## src/rtl/risc_decode_if.sv

```systemverilog
// Decode-stage bundle: instruction and writeback inputs, registered decode results out.
interface risc_decode_if #(
  parameter int DATA_W = 8
);
  logic [12:0]       i_ir;
  logic              i_wbEn;
  logic [2:0]        i_wbAddr;
  logic [DATA_W-1:0] i_wbData;
  logic [3:0]        o_op;
  logic [2:0]        o_rd;
  logic [DATA_W-1:0] o_aData;
  logic [DATA_W-1:0] o_bData;
  logic              o_we;
  logic              o_illegal;
  logic              o_halted;
  logic [7:0]        o_icount;

  modport slave (
    input  i_ir, i_wbEn, i_wbAddr, i_wbData,
    output o_op, o_rd, o_aData, o_bData, o_we, o_illegal, o_halted, o_icount
  );

  modport master (
    output i_ir, i_wbEn, i_wbAddr, i_wbData,
    input  o_op, o_rd, o_aData, o_bData, o_we, o_illegal, o_halted, o_icount
  );
endinterface

```

## src/rtl/risc_decode.sv

```systemverilog
// Decode stage: 8-entry register file with writeback bypass, opcode decode,
// RUN/HALTED control and a saturating issued-instruction counter.
module risc_decode #(
  parameter int DATA_W = 8
) (
  input  logic          clk,
  input  logic          rst_n,
  risc_decode_if.slave  bus
);

  typedef enum logic {
    RUN    = 1'b0,
    HALTED = 1'b1
  } state_t;

  state_t            r_state;
  logic [DATA_W-1:0] r_regFile [8];
  logic [3:0]        r_op;
  logic [2:0]        r_rd;
  logic [DATA_W-1:0] r_aData;
  logic [DATA_W-1:0] r_bData;
  logic              r_we;
  logic              r_illegal;
  logic              r_halted;
  logic [7:0]        r_icount;

  logic [3:0]        w_op;
  logic [2:0]        w_rd;
  logic [2:0]        w_rs;
  logic [2:0]        w_rt;
  logic [5:0]        w_imm;
  logic [DATA_W-1:0] w_rdVal;
  logic [DATA_W-1:0] w_rsVal;
  logic [DATA_W-1:0] w_rtVal;
  logic              w_wbValid;

  assign w_op      = bus.i_ir[12:9];
  assign w_rd      = bus.i_ir[8:6];
  assign w_rs      = bus.i_ir[5:3];
  assign w_rt      = bus.i_ir[2:0];
  assign w_imm     = bus.i_ir[5:0];
  assign w_wbValid = bus.i_wbEn && (bus.i_wbAddr != 3'd0);

  // r0 is hard-wired to zero; a same-cycle writeback to the read index wins over the stored value
  function automatic logic [DATA_W-1:0] readReg(
    input logic [2:0]        idx,
    input logic              wbValid,
    input logic [2:0]        wbAddr,
    input logic [DATA_W-1:0] wbData,
    input logic [DATA_W-1:0] stored
  );
    if (idx == 3'd0)                   return '0;
    else if (wbValid && wbAddr == idx) return wbData;
    else                               return stored;
  endfunction

  assign w_rdVal = readReg(w_rd, w_wbValid, bus.i_wbAddr, bus.i_wbData, r_regFile[w_rd]);
  assign w_rsVal = readReg(w_rs, w_wbValid, bus.i_wbAddr, bus.i_wbData, r_regFile[w_rs]);
  assign w_rtVal = readReg(w_rt, w_wbValid, bus.i_wbAddr, bus.i_wbData, r_regFile[w_rt]);

  always_ff @(posedge clk or negedge rst_n) begin
    if (!rst_n) begin
      r_state   <= RUN;
      r_op      <= 4'd0;
      r_rd      <= 3'd0;
      r_aData   <= '0;
      r_bData   <= '0;
      r_we      <= 1'b0;
      r_illegal <= 1'b0;
      r_halted  <= 1'b0;
      r_icount  <= 8'd0;
      for (int i = 0; i < 8; i++) r_regFile[i] <= '0;
    end else begin
      // Writeback keeps retiring in-flight results even after HALT
      if (w_wbValid) r_regFile[bus.i_wbAddr] <= bus.i_wbData;

      r_op      <= 4'd0;
      r_rd      <= 3'd0;
      r_aData   <= '0;
      r_bData   <= '0;
      r_we      <= 1'b0;
      r_illegal <= 1'b0;

      case (r_state)
        RUN: begin
          case (w_op)
            4'd0: ;
            4'd1, 4'd2, 4'd3, 4'd4, 4'd5, 4'd6, 4'd7: begin
              r_op <= w_op;
              r_rd <= w_rd;
              r_we <= 1'b1;
              if (r_icount != 8'hFF) r_icount <= r_icount + 8'd1;
              if (w_op == 4'd6) begin
                r_aData <= w_rdVal;
                r_bData <= {{(DATA_W-6){w_imm[5]}}, w_imm};
              end else if (w_op == 4'd7) begin
                r_bData <= {{(DATA_W-6){1'b0}}, w_imm};
              end else begin
                r_aData <= w_rsVal;
                r_bData <= w_rtVal;
              end
            end
            4'd15: begin
              r_state  <= HALTED;
              r_halted <= 1'b1;
            end
            default: r_illegal <= 1'b1;
          endcase
        end
        HALTED: ;
        default: r_state <= RUN;
      endcase
    end
  end

  assign bus.o_op      = r_op;
  assign bus.o_rd      = r_rd;
  assign bus.o_aData   = r_aData;
  assign bus.o_bData   = r_bData;
  assign bus.o_we      = r_we;
  assign bus.o_illegal = r_illegal;
  assign bus.o_halted  = r_halted;
  assign bus.o_icount  = r_icount;

endmodule

```

## src/flat_wrapper.sv

```systemverilog
// flat-port wrapper written by rule: the top's interface ports become plain ports
module risc_decode_flat 
#(
  parameter int DATA_W = 8
)
  (clk, rst_n, bus_i_ir, bus_i_wbEn, bus_i_wbAddr, bus_i_wbData, bus_o_op, bus_o_rd, bus_o_aData, bus_o_bData, bus_o_we, bus_o_illegal, bus_o_halted, bus_o_icount);
  risc_decode_if #(.DATA_W(DATA_W)) bus_i ();
  input  logic clk;
  input  logic rst_n;
  input wire logic [$bits(bus_i.i_ir)-1:0] bus_i_ir;
  input wire logic [$bits(bus_i.i_wbEn)-1:0] bus_i_wbEn;
  input wire logic [$bits(bus_i.i_wbAddr)-1:0] bus_i_wbAddr;
  input wire logic [$bits(bus_i.i_wbData)-1:0] bus_i_wbData;
  output wire logic [$bits(bus_i.o_op)-1:0] bus_o_op;
  output wire logic [$bits(bus_i.o_rd)-1:0] bus_o_rd;
  output wire logic [$bits(bus_i.o_aData)-1:0] bus_o_aData;
  output wire logic [$bits(bus_i.o_bData)-1:0] bus_o_bData;
  output wire logic [$bits(bus_i.o_we)-1:0] bus_o_we;
  output wire logic [$bits(bus_i.o_illegal)-1:0] bus_o_illegal;
  output wire logic [$bits(bus_i.o_halted)-1:0] bus_o_halted;
  output wire logic [$bits(bus_i.o_icount)-1:0] bus_o_icount;
  assign bus_i.i_ir = bus_i_ir;
  assign bus_i.i_wbEn = bus_i_wbEn;
  assign bus_i.i_wbAddr = bus_i_wbAddr;
  assign bus_i.i_wbData = bus_i_wbData;
  assign bus_o_op = bus_i.o_op;
  assign bus_o_rd = bus_i.o_rd;
  assign bus_o_aData = bus_i.o_aData;
  assign bus_o_bData = bus_i.o_bData;
  assign bus_o_we = bus_i.o_we;
  assign bus_o_illegal = bus_i.o_illegal;
  assign bus_o_halted = bus_i.o_halted;
  assign bus_o_icount = bus_i.o_icount;
  risc_decode #(.DATA_W(DATA_W)) u_core (.clk(clk), .rst_n(rst_n), .bus(bus_i));
endmodule
```

## config.mk

```make
export PLATFORM = sky130hd
export DESIGN_NAME = risc_decode_flat
export DESIGN_NICKNAME = d
export VERILOG_FILES = /design/src/rtl/risc_decode_if.sv /design/src/rtl/risc_decode.sv /design/src/flat_wrapper.sv
export SDC_FILE = /design/constraint.sdc
export NUM_CORES = 1
export LEC_CHECK = 0
export CAP_MARGIN = 20
export CORE_UTILIZATION = 55
export DETAILED_ROUTE_END_ITERATION = 8
export GPL_ROUTABILITY_DRIVEN = 0
export PLACE_DENSITY = 0.82
export SLEW_MARGIN = 5
export SYNTH_ARGS = -nofsm -noshare
export SYNTH_HDL_FRONTEND = slang
export SYNTH_SLANG_ARGS = --single-unit
```

## constraint.sdc

```tcl
create_clock -name clk -period 2 [get_ports clk]
set_input_delay 0.3 -clock clk [delete_from_list [all_inputs] [get_ports clk]]
set_output_delay 0.3 -clock clk [all_outputs]
set_load 0.005 [all_outputs]
```

==> impl_table.tex, run 1 <==
\begin{tabular}{lr}
\hline
Metric & Value \\
\hline
\multicolumn{2}{l}{\textbf{Synthesis}} \\
\quad Number of storage elements in the synthesis netlist & 99 \\
\quad Net count of the mapped netlist & 470 \\
\quad Synthesized netlist cell count & 442 \\
\quad Synthesized area & 5704 sq um \\
\quad Number of warnings reported in the yosys synthesis log & 0 \\
\quad Netlist cell types & 50 \\
\quad Mean instance size in the synthesized netlist & 12.91 sq um \\
\quad Register area share after synthesis & 0.4343 \\
\multicolumn{2}{l}{\textbf{Drt}} \\
\quad Initial DRC Count & 435 \\
\quad Via-per-instance ratio & 6.370 \\
\quad Routed wirelength normalized by instance count & 22.01 microns \\
\quad Residual DRC & 0 \\
\quad Post-Route WL & 14.71 mm \\
\quad Total number of vias & 4255 \\
\quad Number of nets with antenna violations after detailed routing & 0 \\
\quad Number of optimization iterations in the first detailed-route pass & 5 \\
\multicolumn{2}{l}{\textbf{Power and ir drop}} \\
\quad PwrDens & 767.1 nW/um\^{}2 \\
\quad Cell internal power dissipation & 3.746 mW \\
\quad Largest vdd supply drop & 0.0003997 V \\
\quad Switching share of power & 0.3026 \\
\quad Clock power frac & 0.247 \\
\quad Switching power of the nets & 1.625 mW \\
\quad Relative contribution of sequential cells to total power & 0.488 \\
\quad Final Total Pwr & 5.371 mW \\
\quad Combinational share of power & 0.265 \\
\quad Leakage dissipation & 3.114 nW \\
\multicolumn{2}{l}{\textbf{GRT}} \\
\quad Total overflow reported by the global router & 0 \\
\quad Global-route wire length before repair & 23.58 mm \\
\quad Largest net degree at the start of global routing & 39 \\
\quad Via count of the first global-routing pass & 4342 \\
\quad Antenna violations before repair & 0 \\
\quad Overall fraction of global-route tracks in use & 0.2884 \\
\multicolumn{2}{l}{\textbf{Placement}} \\
\quad Placement Cell Area & 6792 sq um \\
\quad Number of buffers added on ports & 60 \\
\quad Final HPWL from detailed placement & 10.33 mm \\
\quad Worst slack after detailed placement & -0.2695 ns \\
\quad Total instance count after detailed placement & 651 \\
\multicolumn{2}{l}{\textbf{Floorplanning}} \\
\quad Starting Density & 0.5756 \\
\quad Die W & 103.8 microns \\
\quad Core outline area & 9910 sq um \\
\quad Boundary Pins & 61 \\
\quad Die height & 103.8 microns \\
\quad Die area & 10780 sq um \\
\quad Std-Cell Rows & 36 \\
\multicolumn{2}{l}{\textbf{Layout}} \\
\quad Layout Utilization & 0.7066 \\
\quad Filler-free cell count of the finished design & 668 \\
\quad Finished layout cell area & 7002 sq um \\
\quad Register cell area after layout & 2477 sq um \\
\quad Ratio of cells with drive above 1 in the final layout & 0.2579 \\
\quad Area growth from synthesis to final layout & 22.75\% \\
\quad Antenna Diode Count & 0 \\
\quad Area of the multi-input gates & 2998 sq um \\
\quad Number of filler cells placed in the layout & 684 \\
\quad Total number of nets in the final design & 558 \\
\multicolumn{2}{l}{\textbf{Timing}} \\
\quad Final hold violation count & 0 \\
\quad Tightest slew margin relative to the limit & 0.4193 \\
\quad Share of the cycle needed by the critical path after routing & 0.9599 \\
\quad Sum of negative setup slack & 0 ns \\
\quad Setup repair after global routing missed its margin & no \\
\quad Hold WS & 0.3970 ns \\
\quad Worst clock skew on the final layout & 0.01234 ns \\
\quad Worst-Margin Slew & 0.8692 ns \\
\quad Max-slew violation count & 0 \\
\quad Highest Clock Rate & 0.5209 GHz \\
\quad Min cycle time layout & 1.920 ns \\
\quad Least setup slack across all paths after layout & 0.08029 ns \\
\quad Setup Viol. Count Final & 0 \\
\multicolumn{2}{l}{\textbf{Setup path}} \\
\quad Critical path data arrival time & 2.16 ns \\
\quad Critical Setup Path Class & in2reg \\
\quad Max FO, Critical Path & 8 \\
\quad Element type at the critical path end & flip-flop \\
\quad Reg-to-reg setup timing slack & 0.38 ns \\
\quad Required time of the critical path & 2.24 ns \\
\quad Critical Path Start Type & input pin \\
\multicolumn{2}{l}{\textbf{Clock tree}} \\
\quad Number of buffers added to fix hold violations after cts & 1 \\
\quad Longest Clk Path Bufs & 2 \\
\quad Number of clock sinks & 99 \\
\quad H-tree lvl count & 3 \\
\quad Clock tree from TritonCTS & done \\
\quad Clock insertion delay at the later pin of the skew report & 0.38 ns \\
\quad CTS root buffer & clkbuf\_8 \\
\quad CTS clock-pin slew for the worst setup and hold paths & 0.09 ns \\
\quad Total CTS buffers & 9 \\
\quad Number of buffers inserted to repair setup after CTS & 0 \\
\quad Post-cts gate resize count & 0 \\
\multicolumn{2}{l}{\textbf{Outcome}} \\
\quad Status & complete, no violations \\
\multicolumn{2}{l}{\textbf{Worst hold path}} \\
\quad Type of the tightest min-delay check & in2async \\
\multicolumn{2}{l}{\textbf{Flow run}} \\
\quad Max-capacitance violation count & 0 \\
\hline
\end{tabular}
cells in the mapped netlist (all sizes together):
cell / count / share of area
o21bai: 2 / 0.0026
o2bb2ai: 1 / 0.0015
nand2: 43 / 0.028
nor4bb: 2 / 0.0035
and2: 4 / 0.0044
nand3: 4 / 0.0035
nor3: 3 / 0.0055
or2: 2 / 0.0022
clkbuf: 17 / 0.011
nor2: 8 / 0.0057
nor3b: 2 / 0.0026
xnor2: 9 / 0.015
a21oi: 4 / 0.0035
o311ai: 1 / 0.0015
o21ai: 10 / 0.011
a2111o: 1 / 0.0020
mux2: 80 / 0.16
mux4: 32 / 0.14
and3: 3 / 0.0033
ha: 1 / 0.0022
nand2b: 3 / 0.0033
o22ai: 16 / 0.018
a31oi: 1 / 0.0011
buf: 22 / 0.028
inv: 5 / 0.0033
dfrtp: 99 / 0.43
conb: 1 / 0.00066
o211ai: 1 / 0.0013
mux2i: 40 / 0.070
xor2: 3 / 0.0046
a221oi: 8 / 0.012
or3: 2 / 0.0022
nor2b: 1 / 0.0011
nand4b: 3 / 0.0046
nand4: 7 / 0.010
nor4: 1 / 0.0011
power groups by stage:
| stage | Clock, mW | Combinational [mW] | Sequential, mW |
|---|---|---|---|
| after global placement | 0 | 1.35 | 2.61 |
| final | 1.33 | 1.42 | 2.62 |
| after CTS | 1.34 | 1.42 | 2.61 |
| after global routing | 1.42 | 1.53 | 2.66 |
| after floorplan | 0 | 0.942 | 2.55 |
| after detailed placement | 0 | 1.41 | 2.65 |
metal layers:
| metal | track usage | wire length, microns | part of all wire |
|---|---|---|---|
| met1 | 0.3715 | 5934 | 0.40 |
| met2 | 0.4724 | 7355 | 0.50 |
| met3 | 0.04846 | 906 | 0.062 |
| met4 | 0.1459 | 508 | 0.035 |
| met5 | 0 | 0 | 0 |
final cells by class:
class	count	area share
sequential	99	0.3538
clock inverter	7	0.01090
clock buffer	9	0.01769
timing repair buffer	116	0.1630
inverter	5	0.002680
tap	133	0.02377
multi-input combinational	299	0.4282
worst max-delay path: stages:
cell             delay (ns)
clkdlybuf4s50_1        0.56
nor2b_1                0.73
a221oi_1               0.24
mux2i_1                0.24
o22ai_1                0.09
logic make-up (layout without fill, tap and decap cells):
logic type / Yosys count / count (layout) / share of synthesized area
simple gates: 88 / 88 / 0.08160
fa+ha+maj: 1 / 1 / 0.002193
xor+xnor: 12 / 12 / 0.01974
compound gates: 45 / 45 / 0.05418
flops: 99 / 99 / 0.4343
buf+inv: 44 / 137 / 0.04233
other cells: 1 / 1 / 0.0006574
mux: 152 / 152 / 0.3650
flip-flops by register name, summed over array words and instances (netlist names):
| name | flops |
|---|---|
| u_core.bus.o_illegal | 1 |
| u_core.bus.o_halted | 1 |
| u_core.bus.o_bData | 8 |
| u_core.bus.o_aData | 8 |
| u_core.bus.o_rd | 3 |
| u_core.bus.o_icount | 8 |
| u_core.bus.o_we | 1 |
| u_core.r_state | 1 |
| u_core.r_regFile | 64 |
| u_core.bus.o_op | 4 |
placed cells by master (no fill, tap or decap), types with 4 or more instances in the layout:
cell type and instances:
inv_1 5, o21ai_1 7, xnor2_1 8, nand3_1 4, mux2_2 40, nand4_1 6
nand2_1 43, mux4_2 16, mux2i_1 40, and2_1 4, clkbuf_8 9, nor2_1 7
a221oi_1 8, a21oi_1 4, buf_4 46, clkdlybuf4s50_1 58, dfrtp_1 99, mux2_1 40
mux4_1 16, o22ai_1 16, buf_12 10
path summary, 6_finish.rpt:
check	start	depth (start not counted)	to
worst max-delay path	bus_i_ir[7]	5	u_core.bus.o_aData[6]$_DFF_PN0_
worst min-delay path	rst_n	2	u_core.bus.o_rd[0]$_DFF_PN0_
worst max register to register	u_core.r_regFile[23]$_DFFE_PN0P_	4	u_core.bus.o_bData[7]$_DFF_PN0_
worst min register to register	u_core.r_regFile[61]$_DFFE_PN0P_	0	u_core.r_regFile[61]$_DFFE_PN0P_
max in group asynchronous	rst_n	3	u_core.r_regFile[61]$_DFFE_PN0P_
min in group clk	u_core.r_regFile[61]$_DFFE_PN0P_	0	u_core.r_regFile[61]$_DFFE_PN0P_
No activity file was read; power rests on OpenSTA's default activity.
==> run 2: changes to the inputs <==
- REMOVE_ABC_BUFFERS: default -> 1
==> run 2 against run 1 <==
  * The run now ends with setup timing left
  * Register-to-register slack got worse by 0.04 ns
  * Routed wire length about the same
  * Cell count increased by 1.2%
  * Hold slack got worse by 0.060 ns
  * Utilization increased by 0.43 points
  * Count of clock-buffer cells in the layout increased by 1
  * Sequential share of layout area decreased by 0.21 points
  * Largest cell class unchanged
  * Highest routed layer unchanged
==> impl_table.tex, run 2 (synthesis results as in run 1) <==
\begin{tabular}{lr}
\hline
Metric & Value \\
\hline
\multicolumn{2}{l}{\textbf{Drt}} \\
\quad Via-per-instance ratio & 6.371 \\
\quad Total number of vias & 4307 \\
\quad Initial DRC Count & 394 \\
\quad Routed wirelength normalized by instance count & 21.77 microns \\
\quad Residual DRC & 0 \\
\quad Number of nets with antenna violations after detailed routing & 0 \\
\quad Number of optimization iterations in the first detailed-route pass & 7 \\
\quad Post-Route WL & 14.71 mm \\
\multicolumn{2}{l}{\textbf{Layout}} \\
\quad Area growth from synthesis to final layout & 23.49\% \\
\quad Most common library cell in the layout ignoring fill and taps & dfrtp\_1 \\
\quad Ratio of cells with drive above 1 in the final layout & 0.2689 \\
\quad Number of flip-flops in the largest register & 64 \\
\quad Antenna Diode Count & 0 \\
\quad Most frequent cells in the layout & 99 x dfrtp\_1, 59 x buf\_4, 58 x clkdlybuf4s50\_1, 43 x nand2\_1 \\
\quad Largest register by flop count & u\_core.r\_regFile \\
\quad Total number of nets in the final design & 566 \\
\multicolumn{2}{l}{\textbf{Timing}} \\
\quad Setup Viol. Count Final & 1 \\
\quad Min cycle time layout & 2.003 ns \\
\quad Worst-Margin Slew & 0.9743 ns \\
\quad Hold WS & 0.3367 ns \\
\quad Setup repair after global routing missed its margin & no \\
\quad Share of the cycle needed by the critical path after routing & 1.002 \\
\quad Least setup slack across all paths after layout & -0.003090 ns \\
\quad Final hold violation count & 0 \\
\quad Max-slew violation count & 0 \\
\quad Tightest slew margin relative to the limit & 0.3491 \\
\quad Highest Clock Rate & 0.4992 GHz \\
\quad Worst clock skew on the final layout & 0.01247 ns \\
\multicolumn{2}{l}{\textbf{GRT}} \\
\quad Antenna violations before repair & 0 \\
\quad Global-route wire length before repair & 23.74 mm \\
\quad Via count of the first global-routing pass & 4465 \\
\quad Total overflow reported by the global router & 0 \\
\quad Largest net degree at the start of global routing & 42 \\
\quad Overall fraction of global-route tracks in use & 0.2902 \\
\multicolumn{2}{l}{\textbf{Clock tree}} \\
\quad Longest Clk Path Bufs & 2 \\
\quad Clock tree from TritonCTS & done \\
\quad H-tree lvl count & 3 \\
\quad CTS clock-pin slew for the worst setup and hold paths & 0.09 ns \\
\quad Number of clock sinks & 99 \\
\quad CTS root buffer & clkbuf\_8 \\
\quad Clock insertion delay at the later pin of the skew report & 0.38 ns \\
\quad Total CTS buffers & 9 \\
\multicolumn{2}{l}{\textbf{Worst hold path}} \\
\quad Type of the tightest min-delay check & in2reg \\
\multicolumn{2}{l}{\textbf{Floorplanning}} \\
\quad Die area & 10780 sq um \\
\quad Die W & 103.8 microns \\
\quad Std-Cell Rows & 36 \\
\quad Starting Density & 0.5756 \\
\quad Core outline area & 9910 sq um \\
\quad Die height & 103.8 microns \\
\quad Boundary Pins & 61 \\
\multicolumn{2}{l}{\textbf{Power and ir drop}} \\
\quad Largest vdd supply drop & 0.0004965 V \\
\quad Switching power of the nets & 1.602 mW \\
\quad PwrDens & 794.8 nW/um\^{}2 \\
\quad Leakage dissipation & 3.138 nW \\
\quad Switching share of power & 0.2862 \\
\quad Combinational share of power & 0.254 \\
\quad Cell internal power dissipation & 3.997 mW \\
\quad Clock power frac & 0.276 \\
\quad Relative contribution of sequential cells to total power & 0.470 \\
\multicolumn{2}{l}{\textbf{Outcome}} \\
\quad Violations in the final reports & setup timing \\
\quad Status & complete, but fails checks \\
\multicolumn{2}{l}{\textbf{Setup path}} \\
\quad Cell with the biggest individual delay on the critical path & nor2b\_1 \\
\quad Slowest Stage Delay on Critical Path & 0.80 ns \\
\quad Critical Path Start Type & input pin \\
\quad CP cell instances & clkdlybuf4s50\_1 -> nor2b\_1 -> a221oi\_1 -> mux2i\_1 -> o22ai\_1 \\
\quad Element type at the critical path end & flip-flop \\
\quad Max FO, Critical Path & 8 \\
\quad Critical path data arrival time & 2.26 ns \\
\quad Required time of the critical path & 2.26 ns \\
\quad Critical Setup Path Class & in2reg \\
\multicolumn{2}{l}{\textbf{Placement}} \\
\quad Final HPWL from detailed placement & 10.44 mm \\
\quad Worst slack after detailed placement & -0.3350 ns \\
\quad Number of buffers added on ports & 60 \\
\multicolumn{2}{l}{\textbf{Flow run}} \\
\quad Max-capacitance violation count & 0 \\
\hline
\end{tabular}
run 2: cell types whose count changed in the layout (fill, tap and decap cells not counted), sizes merged:
cell and delta:
clkinv -2, clkbuf +1, bufinv +2, buf +8, inv -1
run 2: worst paths after layout:
kind / startpoint / end / slack, ns / depth (start not counted)
setup / recovery: bus_i_ir[7] / u_core.bus.o_aData[3]$_DFF_PN0_ / -0.003 / 5
hold / removal: bus_i_ir[6] / u_core.bus.o_rd[0]$_DFF_PN0_ / 0.34 / 2
setup reg to reg: u_core.r_regFile[15]$_DFFE_PN0P_ / u_core.bus.o_bData[7]$_DFF_PN0_ / 0.34 / 4
hold reg to reg: u_core.r_regFile[58]$_DFFE_PN0P_ / u_core.r_regFile[58]$_DFFE_PN0P_ / 0.43 / 0
max in group asynchronous: rst_n / u_core.bus.o_op[3]$_DFF_PN0_ / 1.05 / 3
min in group asynchronous: rst_n / u_core.bus.o_icount[2]$_DFFE_PN0P_ / 0.37 / 2
run 2: what timing repair did:
| action | in CTS | in global routing |
|---|---|---|
| hold buffers | 1 | 0 |
| hold endpoints to repair | 26 | 0 |
| buffers inserted | 0 | 0 |
| endpoints found under the setup margin | 0 | 1 |
| gates resized for setup | 0 | 1 |
run 2: stage by stage:
| step | std cells | util | power (mW) | cell area, sq um | setup TNS [ns] |
|---|---|---|---|---|---|
| 2_1_floorplan | 403 | - | 3.405 | 5482 | 0 |
| 3_3_place_gp | 659 | 0.6851 | 3.957 | 6789 | -3.442 |
| 3_5_place_dp | 659 | 0.6851 | 4.059 | 6789 | -4.945 |
| 4_1_cts | 676 | 0.7105 | 5.601 | 7041 | 0 |
| 5_1_grt | 676 | 0.7109 | 5.869 | 7044 | 0 |
| 6_report | 676 | 0.7109 | 5.599 | 7044 | -0.003090 |
run 2: metal layers:
layer / wire length, microns / part of all wire / track usage
met5: 0 / 0 / 0.02857
met4: 469 / 0.032 / 0.1398
met3: 1387 / 0.094 / 0.08118
met2: 7088 / 0.48 / 0.4510
met1: 5768 / 0.39 / 0.3737
run 2: critical path: cells and delay by family:
family	cells	cell delay [ns]
muxes	1	0.25
and+or+nand+nor	1	0.80
AOI/OAI and AO/OA	2	0.37
buffers and inverters	1	0.54
run 2: cell type report:
type	count	area, sq um
clock inverter	6	113.9
tap	133	166.4
sequential	99	2477
timing repair buffer	124	1139
fill	673	2865
inverter	5	18.77
clock buffer	10	127.6
multi-input combinational	299	3002
run 2: power groups by stage:
stage          registers [mW]  logic (mW)  clock network, mW
2_1_floorplan            2.55       0.852                  0
3_5_place_dp             2.66        1.40                  0
6_report                 2.63        1.42               1.54
3_3_place_gp             2.61        1.35                  0
5_1_grt                  2.67        1.53               1.66
4_1_cts                  2.62        1.42               1.56
==> run 3: changes to the inputs <==
- ABC_AREA: default -> 1
- PLACE_DENSITY: 0.82 -> 0.81
==> run 3 against run 2 <==
  * The run now ends clean
  * Clock power fell by 21%
  * Sequential share of layout area fell by 1.4 points
  * Count of clock-buffer cells in the layout grew 2
  * Via count rose by 47%
==> impl_table.tex, run 3 <==
\begin{tabular}{lr}
\hline
Metric & Value \\
\hline
\multicolumn{2}{l}{\textbf{Outcome}} \\
\quad Status & complete, no violations \\
\multicolumn{2}{l}{\textbf{GRT}} \\
\quad Global-route wire length before repair & 29.55 mm \\
\quad Largest net degree at the start of global routing & 36 \\
\quad Via count of the first global-routing pass & 5729 \\
\quad Total overflow reported by the global router & 0 \\
\quad Antenna violations before repair & 0 \\
\quad Overall fraction of global-route tracks in use & 0.3390 \\
\multicolumn{2}{l}{\textbf{Worst hold path}} \\
\quad Type of the tightest min-delay check & in2async \\
\multicolumn{2}{l}{\textbf{Setup path}} \\
\quad Critical Path Start Type & flip-flop \\
\quad Reg-to-Reg Start & u\_core.bus.o\_icount[0]\$\_DFFE\_PN0P\_ \\
\quad Required time of the critical path & 2.28 ns \\
\quad Critical path's most frequent cell & nand2\_1 \\
\quad Slowest Stage Delay on Critical Path & 0.42 ns \\
\quad Max FO, Critical Path & 10 \\
\quad Cell with the biggest individual delay on the critical path & dfrtp\_1 \\
\quad Critical path data arrival time & 1.99 ns \\
\quad Reg-to-reg setup timing slack & 0.29 ns \\
\quad Critical Setup Path Class & reg2reg \\
\quad Worst Setup SP & u\_core.bus.o\_icount[0]\$\_DFFE\_PN0P\_ \\
\quad Element type at the critical path end & flip-flop \\
\quad CP cell instances & ha\_1 -> nand3\_1 -> nor2\_1 -> nand2\_1 -> nor3\_2 -> nor2\_2 -> inv\_2 -> nand2\_1 -> o21ai\_1 \\
\multicolumn{2}{l}{\textbf{Clock tree}} \\
\quad Number of clock sinks & 99 \\
\quad CTS clock-pin slew for the worst setup and hold paths & 0.09 ns \\
\quad Clock insertion delay at the later pin of the skew report & 0.39 ns \\
\quad Clock tree from TritonCTS & done \\
\quad Longest Clk Path Bufs & 2 \\
\quad CTS root buffer & clkbuf\_8 \\
\quad Total CTS buffers & 9 \\
\quad H-tree lvl count & 3 \\
\multicolumn{2}{l}{\textbf{Drt}} \\
\quad Initial DRC Count & 824 \\
\quad Total number of vias & 6321 \\
\quad Routed wirelength normalized by instance count & 16.33 microns \\
\quad Post-Route WL & 18.29 mm \\
\quad Residual DRC & 0 \\
\quad Via-per-instance ratio & 5.644 \\
\quad Number of nets with antenna violations after detailed routing & 0 \\
\quad Number of optimization iterations in the first detailed-route pass & 6 \\
\multicolumn{2}{l}{\textbf{Floorplanning}} \\
\quad Die area & 11590 sq um \\
\quad Die height & 107.7 microns \\
\quad Core outline area & 10840 sq um \\
\quad Die W & 107.7 microns \\
\quad Std-Cell Rows & 38 \\
\quad Boundary Pins & 61 \\
\quad Starting Density & 0.5664 \\
\multicolumn{2}{l}{\textbf{Timing}} \\
\quad Worst clock skew on the final layout & 0.007337 ns \\
\quad Final hold violation count & 0 \\
\quad Min cycle time layout & 1.709 ns \\
\quad Max-slew violation count & 0 \\
\quad Highest Clock Rate & 0.5851 GHz \\
\quad Setup Viol. Count Final & 0 \\
\quad Least setup slack across all paths after layout & 0.2910 ns \\
\quad Setup repair after global routing missed its margin & no \\
\quad Share of the cycle needed by the critical path after routing & 0.8545 \\
\quad Sum of negative setup slack & 0 ns \\
\multicolumn{2}{l}{\textbf{Layout}} \\
\quad Most frequent cells in the layout & 381 x nand2\_1, 176 x nand3\_1, 99 x dfrtp\_1, 59 x clkdlybuf4s50\_1, 49 x o21ai\_0 \\
\quad Number of flip-flops in the largest register & 64 \\
\quad Layout Utilization & 0.6761 \\
\quad Ratio of cells with drive above 1 in the final layout & 0.1051 \\
\quad Area growth from synthesis to final layout & 19.38\% \\
\quad Antenna Diode Count & 0 \\
\quad Number of filler cells placed in the layout & 986 \\
\quad Most common library cell in the layout ignoring fill and taps & nand2\_1 \\
\quad Filler-free cell count of the finished design & 1120 \\
\quad Area of the multi-input gates & 3186 sq um \\
\quad Largest register by flop count & u\_core.r\_regFile \\
\quad Total number of nets in the final design & 1003 \\
\quad Register cell area after layout & 2477 sq um \\
\multicolumn{2}{l}{\textbf{Synthesis}} \\
\quad Leading register cell type out of synthesis & dfrtp\_1 \\
\quad Synthesized area & 6140 sq um \\
\quad Most frequent cells after synthesis & 381 x nand2\_1, 176 x nand3\_1, 99 x dfrtp\_1 \\
\quad Number of flops mapped to enable cells by yosys & 0 \\
\quad Synthesized netlist cell count & 907 \\
\quad Asr flop ratio synth & 1.000 \\
\quad Register area share after synthesis & 0.4035 \\
\quad Number of warnings reported in the yosys synthesis log & 0 \\
\quad Area fraction of the dominant cell type after synthesis & 0.4035 \\
\quad Mean instance size in the synthesized netlist & 6.769 sq um \\
\quad Number of storage elements in the synthesis netlist & 99 \\
\quad Netlist cell types & 33 \\
\quad Leading cell type by number of instances after synthesis & nand2\_1 \\
\quad Cell accounting for the most synthesized area & dfrtp\_1 \\
\quad Top cells by area, synth & dfrtp\_1 40\%, nand2\_1 23\%, nand3\_1 14\% \\
\multicolumn{2}{l}{\textbf{Power and ir drop}} \\
\quad Largest vdd supply drop & 0.0006744 V \\
\quad Switching power of the nets & 1.844 mW \\
\quad Switching share of power & 0.3497 \\
\quad Relative contribution of sequential cells to total power & 0.494 \\
\quad Combinational share of power & 0.275 \\
\quad Cell internal power dissipation & 3.429 mW \\
\quad Clock power frac & 0.232 \\
\quad PwrDens & 719.5 nW/um\^{}2 \\
\quad Leakage dissipation & 3.534 nW \\
\multicolumn{2}{l}{\textbf{Placement}} \\
\quad Worst slack after detailed placement & 0.02265 ns \\
\quad Number of buffers added on ports & 60 \\
\quad Final HPWL from detailed placement & 13.28 mm \\
\quad Total instance count after detailed placement & 1103 \\
\multicolumn{2}{l}{\textbf{Flow run}} \\
\quad Max-capacitance violation count & 0 \\
\hline
\end{tabular}
## run 3: critical path: cells and delay by family, from the launching register on
| family | cells | cell delay, ns |
|---|---|---|
| and+or+nand+nor | 6 | 0.75 |
| DFF | 1 | 0.42 |
| adders and majority gates | 1 | 0.24 |
| buffers and inverters | 1 | 0.13 |
| AOI/OAI and AO/OA | 1 | 0.06 |
## run 3: cell type report
type / instances / area share
Clock buffer: 12 / 0.02117
Clock inverter: 4 / 0.003414
Inverter: 50 / 0.02697
Multi-Input combinational cell: 705 / 0.4346
Sequential cell: 99 / 0.3380
Tap cell: 140 / 0.02390
Timing Repair Buffer: 110 / 0.1519
## run 3: routing by layer
layer,global-route usage,share of wire
met5,0,0
met4,0.1399,0.037
met3,0.05690,0.11
met2,0.5201,0.44
met1,0.4743,0.42
## run 3: cells by family after synthesis
group,share of synthesized area
xor gates and xnor gates,0.01651
DFF,0.4035
and+or+nand+nor,0.4308
other,0.0006108
AOI/OAI and AO/OA,0.06888
buffers and inverters,0.07764
adders and majority gates,0.002038
## run 3: power groups by stage
stage | combinational (mW) | sequential, mW | clock (mW)
floorplan | 0.833 | 2.54 | 0
global placement | 1.39 | 2.62 | 0
detailed placement | 1.43 | 2.62 | 0
CTS | 1.43 | 2.59 | 1.24
global route | 1.63 | 2.63 | 1.32
finish | 1.45 | 2.60 | 1.22
## run 3: timing repair
| item | CTS | global route |
|---|---|---|
| setup buffers | 0 | 0 |
| hold endpoints to repair | 29 | 0 |
| hold buffers | 1 | 0 |
| resized for setup | 0 | 0 |
## run 3: final timing paths
kind,endpoint,cells after the start
max,u_core.bus.o_icount[2]$_DFFE_PN0P_,9
min,u_core.r_regFile[18]$_DFFE_PN0P_,2
max reg2reg,u_core.bus.o_icount[2]$_DFFE_PN0P_,9
min reg2reg,u_core.r_regFile[58]$_DFFE_PN0P_,0
max in group asynchronous,u_core.bus.o_op[1]$_DFF_PN0_,3
min in group clk,u_core.r_regFile[58]$_DFFE_PN0P_,0
## run 3: per-stage QoR
step | hold WS, ns | power, mW | instance area [sq um]
after floorplan | 0.004409 | 3.372 | 5861
after global routing | 0.3995 | 5.577 | 7330
after CTS | 0.3815 | 5.258 | 7330
after global placement | 0.2629 | 4.002 | 7139
final | 0.3744 | 5.273 | 7330
after detailed placement | 0.2669 | 4.049 | 7139
